--- src/rtl/bch_pkg.sv ---
// bch_pkg: shared BCH decoder constants and Euclid controller state encoding.
package bch_pkg;
  localparam int T = 8;
  localparam int M = 13;
  localparam int NUM_CELLS = 4;
  localparam int DEG_W = 5;
  localparam int SEQ_LEN = 2 * T + 1;
  localparam int NUM_PASSES = 2 * T / NUM_CELLS;
  typedef enum logic [2:0] {IDLE, LOAD, ITER, HOLD, OUT} state_t;
endpackage

--- src/rtl/euclid_pass_counter.sv ---
// euclid_pass_counter: loop cycle counter with wrap and saturating pass count.
module euclid_pass_counter #(
  parameter int LOOP_LEN = 20,
  parameter int NUM_PASSES = 4,
  parameter int CW = 5
) (
  input  logic          clk,
  input  logic          reset,
  input  logic          clr,
  output logic [CW-1:0] cyc_nxt,
  output logic [2:0]    pass_cnt,
  output logic [2:0]    pass_nxt,
  output logic          loop_end
);
  localparam logic [CW-1:0] LAST = CW'(LOOP_LEN - 1);
  localparam logic [2:0] PMAX = 3'(NUM_PASSES);
  logic [CW-1:0] cyc_cnt;
  always_comb begin
    loop_end = cyc_cnt == LAST;
    cyc_nxt = clr || loop_end ? '0 : cyc_cnt + 1'b1;
    pass_nxt = clr ? '0 : loop_end && pass_cnt != PMAX ? pass_cnt + 1'b1 : pass_cnt;
  end
  always_ff @(posedge clk or negedge reset)
    if (!reset) begin
      cyc_cnt <= '0;
      pass_cnt <= '0;
    end else begin
      cyc_cnt <= cyc_nxt;
      pass_cnt <= pass_nxt;
    end
endmodule

--- src/rtl/euclid_fold_ctrl.sv ---
// euclid_fold_ctrl: sequences load, recirculation and readout of the folded
// 4-cell Euclidean key-equation array; all outputs are registered.
module euclid_fold_ctrl
  import bch_pkg::*;
#(
  parameter int LOOP_LEN = 20,
  parameter int SEQ_LEN = bch_pkg::SEQ_LEN,
  parameter int NUM_PASSES = bch_pkg::NUM_PASSES,
  parameter int CW = 5
) (
  input  logic       clk,
  input  logic       reset,
  input  logic       syn_valid,
  output logic       syn_ready,
  output logic       src_en,
  output logic       arr_start,
  output logic       arr_feedback_sel,
  input  logic       arr_stop,
  output logic       out_valid,
  input  logic       out_ready,
  output logic       out_fail,
  output logic       done,
  output logic       busy,
  output logic [2:0] pass_cnt
);
  localparam logic [CW-1:0] LAST = CW'(LOOP_LEN - 1);
  localparam logic [CW-1:0] SL = CW'(SEQ_LEN);
  localparam logic [2:0] PMAX = 3'(NUM_PASSES);
  state_t state, state_nxt;
  logic clr, loop_end, fail_nxt;
  logic [CW-1:0] cyc_nxt;
  logic [2:0] pass_nxt;
  assign clr = state == IDLE || (state == OUT && loop_end);
  euclid_pass_counter #(.LOOP_LEN(LOOP_LEN), .NUM_PASSES(NUM_PASSES), .CW(CW)) u_cnt (
    .clk(clk),
    .reset(reset),
    .clr(clr),
    .cyc_nxt(cyc_nxt),
    .pass_cnt(pass_cnt),
    .pass_nxt(pass_nxt),
    .loop_end(loop_end)
  );
  always_comb begin
    state_nxt = state;
    fail_nxt = out_fail;
    case (state)
      IDLE: if (syn_valid && syn_ready) begin
        state_nxt = LOAD;
        fail_nxt = 1'b0;
      end
      LOAD: if (loop_end) state_nxt = ITER;
      ITER: if (loop_end && pass_nxt == PMAX) begin
        state_nxt = out_ready ? OUT : HOLD;
        fail_nxt = ~arr_stop;
      end
      // stopped cells pass data through, so the loop can idle here indefinitely
      HOLD: if (loop_end) begin
        fail_nxt = ~arr_stop;
        state_nxt = out_ready ? OUT : HOLD;
      end
      OUT: if (loop_end) state_nxt = IDLE;
      default: state_nxt = IDLE;
    endcase
  end
  always_ff @(posedge clk or negedge reset)
    if (!reset) begin
      state <= IDLE;
      syn_ready <= 1'b1;
      arr_feedback_sel <= 1'b1;
      src_en <= 1'b0;
      arr_start <= 1'b0;
      out_valid <= 1'b0;
      out_fail <= 1'b0;
      done <= 1'b0;
      busy <= 1'b0;
    end else begin
      state <= state_nxt;
      syn_ready <= state_nxt == IDLE;
      busy <= state_nxt != IDLE;
      arr_feedback_sel <= state_nxt == IDLE || state_nxt == LOAD;
      src_en <= state_nxt == LOAD && cyc_nxt < SL;
      arr_start <= state_nxt == LOAD && cyc_nxt == '0;
      out_valid <= state_nxt == OUT && cyc_nxt < SL;
      done <= state_nxt == OUT && cyc_nxt == LAST;
      out_fail <= fail_nxt;
    end
endmodule

--- config.mk ---
export PLATFORM = sky130hd
export DESIGN_NAME = euclid_fold_ctrl
export DESIGN_NICKNAME = d
export VERILOG_FILES = /design/src/rtl/bch_pkg.sv /design/src/rtl/euclid_pass_counter.sv /design/src/rtl/euclid_fold_ctrl.sv
export SDC_FILE = /design/constraint.sdc
export NUM_CORES = 1
export LEC_CHECK = 0
export CAP_MARGIN = 10
export CORE_AREA = 2 2 59 50
export CTS_CLUSTER_SIZE = 28
export DETAILED_ROUTE_END_ITERATION = 8
export DIE_AREA = 0 0 61 52
export GPL_TIMING_DRIVEN = 0
export PLACE_DENSITY = 0.69
export SLEW_MARGIN = 30
export SYNTH_ARGS = -nofsm -noshare
export SYNTH_HDL_FRONTEND = slang
export SYNTH_HIERARCHICAL = 1
export SYNTH_SLANG_ARGS = --single-unit
--- constraint.sdc ---
create_clock -name clk -period 2.5 [get_ports clk]
set_input_delay 0.625 -clock clk [delete_from_list [all_inputs] [get_ports clk]]
set_output_delay 0.625 -clock clk [all_outputs]
set_load 0.05 [all_outputs]
==> metrics.md <==
| Metric | Value |
|---|---|
| Status | finished, final reports clean |
| Non-Filler Instances | 153 |
| P_leak | around 0.55 nW |
| Die Height | between 50 and 60 um |
| Routed wire length | between 2000 and 2500 um |
| DR pass1 iterations | 4 |
| Reg2Reg Setup Slack | 40 ps |
| Peak supply drop | approximately 0.28 mV |
| Worst hold path type | reg2reg |
| DR vias/cell | 5.22 |
| Final min period | 2460 ps |
| Share of flip-flops with an asynchronous set or reset | 1.00 |
| Synth top area cells | dfrtp_1 (44%), dfstp_2 (5.4%), ha_1 (3.8%) |
| Worst Setup Path Type | reg2reg |
| Relative slew slack | 0.446 |
| Post-synth EDFFs | 0 |
| Sequential share of power | 0.375 |
| Psw | 0.000515 W |
| Clock slew at reported path FFs | ~100 ps |
| CTS tree | done |
| Critical path startpoint category | flop |
| CTS Root Cell | clkbuf_4 |
| Logic pwr share | 0.502 |
| Top Layer Used | met4 |
| Final setup fails | 0 |
| Post-synth top area share | 0.435 |
| # DRC | 0 |
| Metal1 wirelength | around 940 um |
| RSZ-0062 raised after global routing | yes |
| Clock power frac | 0.123 |
| #FFs+latches synth | 19 |
| Fmax | 407 MHz |
| Worst min-delay path startpoint | out_fail |
| Synth area leader | dfrtp_1 |
| Initial antenna violation count | 0 |
| DIE AREA | ~3200 sq um |
| Largest net degree at the start of global routing | 20 |
| Leading cell types in the layout, fill and taps excluded | dfrtp_1 (16), clkdlybuf4s50_1 (15), buf_4 (9) |
| Slew @ Worst Pin | about 830 ps |
| Post-route ant nets | 0 |
| Post-CTS Hold Buffers | 0 |
| Max incr delay on CP | about 420 ps |
| Total power per unit cell area | roughly 910 nW/um^2 |
| Max-cap violations | 0 |
| Critical path data arrival time | ~2700 ps |
| Final net count | roughly 120 |
| Placed Cells incl. Taps | about 140 |
| Clk Latency, worst-skew pair | just under 300 ps |
| Global-route wire length before repair | around 3500 um |
| Tot GR Track Use | 0.151 |
| Most common cell after layout, fill and taps aside | dfrtp_1 |
| Width of the die | ~60 um |
| CTS Buffer Depth | 2 |
| Post-Layout Inst Area | ~1300 sq um |
| Mean post-synth cell area | about 11 sq um |
| Number of buffers added on ports | 15 |
| Sw frac | 0.427 |
| WL met2 | 984 um |
| R2r endpoint | out_valid |
| Initial core utilization | 0.374 |
| Setup Skew | roughly 1.0 ps |
| Prevailing post-synth register cell | dfrtp_1 |
| Core area | ~2600 sq um |
| Crit-path leading delay family | simple AND/OR/NAND/NOR gates |
| Mapped Area | about 1000 sq um |
| Number of global-route vias before repair | 807 |
| DR iter-0 viols | 32 |
| Sink Count | 19 |
| Pwr Total | around 0.0012 W |
| Fill cells | around 240 |
| CP Data Required Time | approximately 2700 ps |
| Remaining global-route overflow | 0 |
| CP bufs+invs | 4 |
| Antenna diodes | 0 |
| Hpwl dp | 1350 um |
| Sequential area share after synthesis | 0.489 |
| Routed wl met3 | around 100 um |
| Most repeated library cell on the critical path | buf_4 |
| RD Place Congestion | 0.727 |
| Depth of the worst hold-timing path | 2 |
| YS warnings | 6 |
| Fin crit share | 0.983 |
| Post-Synthesis Net Count | between 90 and 100 |
| Max-slew violation count | 0 |
| Netlist cell types | 38 |
| CP Cell Sequence | ha_4 > nor4bb_4 > buf_6 > nor2b_2 > nor3_2 > buf_4 > buf_4 > nor3_2 > nor3b_4 > o2111ai_4 > buf_4 > a22oi_2 |
| DR vias | about 800 |
| Num CTS Buffers | 3 |
| WHS Endpoint | out_fail |
| Crit-path max FO | 6 |
| Area delta synth->final | 36.0% |
| Internal Pwr Total | 0.000693 W |
| Placed cell area | ~1200 sq um |
| Synthesized instance count | between 80 and 90 |
| Setup total negative slack | 0 ps |
| Row cnt | 17 |
| CP endpoint kind | flop |
| Endpoints failing hold | 0 |
| R2R cell count | 12 |
| CTS H-tree lvls | 1 |
| Critical-path top delay cell | dfrtp_1 |
| Wire length per cell | roughly 13 um |
| Layout cells sized above 1 | 0.287 |
| I/O pin count | 16 |
| Reg2Reg Launch Point | u_cnt/cyc_cnt[0] |
area by class of cell:
cell class,count,area (sq um),share of cell area
buffer,4,27.5,0.0207
tap,38,47.5,0.0358
clock buffer,4,26.3,0.0198
inverter,6,22.5,0.0169
multi-input combinational,59,515,0.388
timing repair buffer,23,210,0.158
sequential,19,479,0.361
registers in the layout, summed over array words and instances, names as in the netlist:
signal	flops
arr_feedback_sel	1
arr_start	1
busy	1
done	1
out_fail	1
out_valid	1
src_en	1
state	3
syn_ready	1
u_cnt/cyc_cnt	5
u_cnt/pass_cnt	3
power groups by stage:
stage	combinational (W)	clock [W]	sequential (W)
floorplan	0.000240	0	0.000581
global placement	0.000511	0	0.000445
detailed placement	0.000522	0	0.000451
CTS	0.000587	0.000155	0.000452
global route	0.000659	0.000173	0.000461
finish	0.000607	0.000149	0.000452
synthesized netlist by cell type, types with 3 or more instances:
library cell / number
inv_1: 6
nor3_1: 6
nor2b_1: 5
dfrtp_1: 17
nand3_1: 3
nand2_1: 3
nor2_1: 3
o21ai_0: 4
ha_1: 3
a21oi_1: 5
worst register-to-register path: stages (launching register included):
cell	delay (ps)
dfrtp_1	420
ha_4	180
nor4bb_4	150
buf_6	120
nor2b_2	120
nor3_2	50
buf_4	170
buf_4	160
nor3_2	200
nor3b_4	290
o2111ai_4	180
buf_4	180
a22oi_2	160
worst max path at each step:
stage	from	endpoint	slack [ps]	cells after the start
floorplan	u_cnt/cyc_cnt[0]	done	-60	12
finish	u_cnt/cyc_cnt[0]	out_valid	40	12
global placement	u_cnt/cyc_cnt[0]	done	-290	12
global route	u_cnt/cyc_cnt[0]	done	-70	11
CTS	u_cnt/cyc_cnt[0]	done	-4	11
detailed placement	u_cnt/cyc_cnt[0]	done	-450	12
per-stage QoR:
step,util,hold WS (ps),worst slack (ps)
2_1_floorplan,-,329,-59.8
3_3_place_gp,0.455,487,-289
6_report,0.508,588,42.1
5_1_grt,0.508,631,-71.1
4_1_cts,0.503,596,-4.17
3_5_place_dp,0.455,487,-448
logic make-up (layout without fill, tap and decap cells):
| kind of cell | after synthesis | in the layout | share of synthesized area |
|---|---|---|---|
| xor+xnor | 2 | 2 | 0.0179 |
| fa+ha+maj | 3 | 3 | 0.0384 |
| flops | 19 | 19 | 0.489 |
| compound gates | 20 | 20 | 0.159 |
| mux | 1 | 1 | 0.0154 |
| buf+inv | 11 | 37 | 0.0589 |
| simple gates | 33 | 33 | 0.222 |
metal layers:
layer,global-route usage,up-vias
met4,0.0435,0
met5,0,-
met2,0.262,30
li1,-,373
met1,0.181,386
met3,0.0398,9
repair_timing:
item                       in CTS  in global routing
setup endpoints to repair       8                  8
resized for setup               9                  3
setup buffers                   8                  0
hold endpoints to repair        0                  0
pin swaps                       6                  4
(Power assumes the default switching activity.)
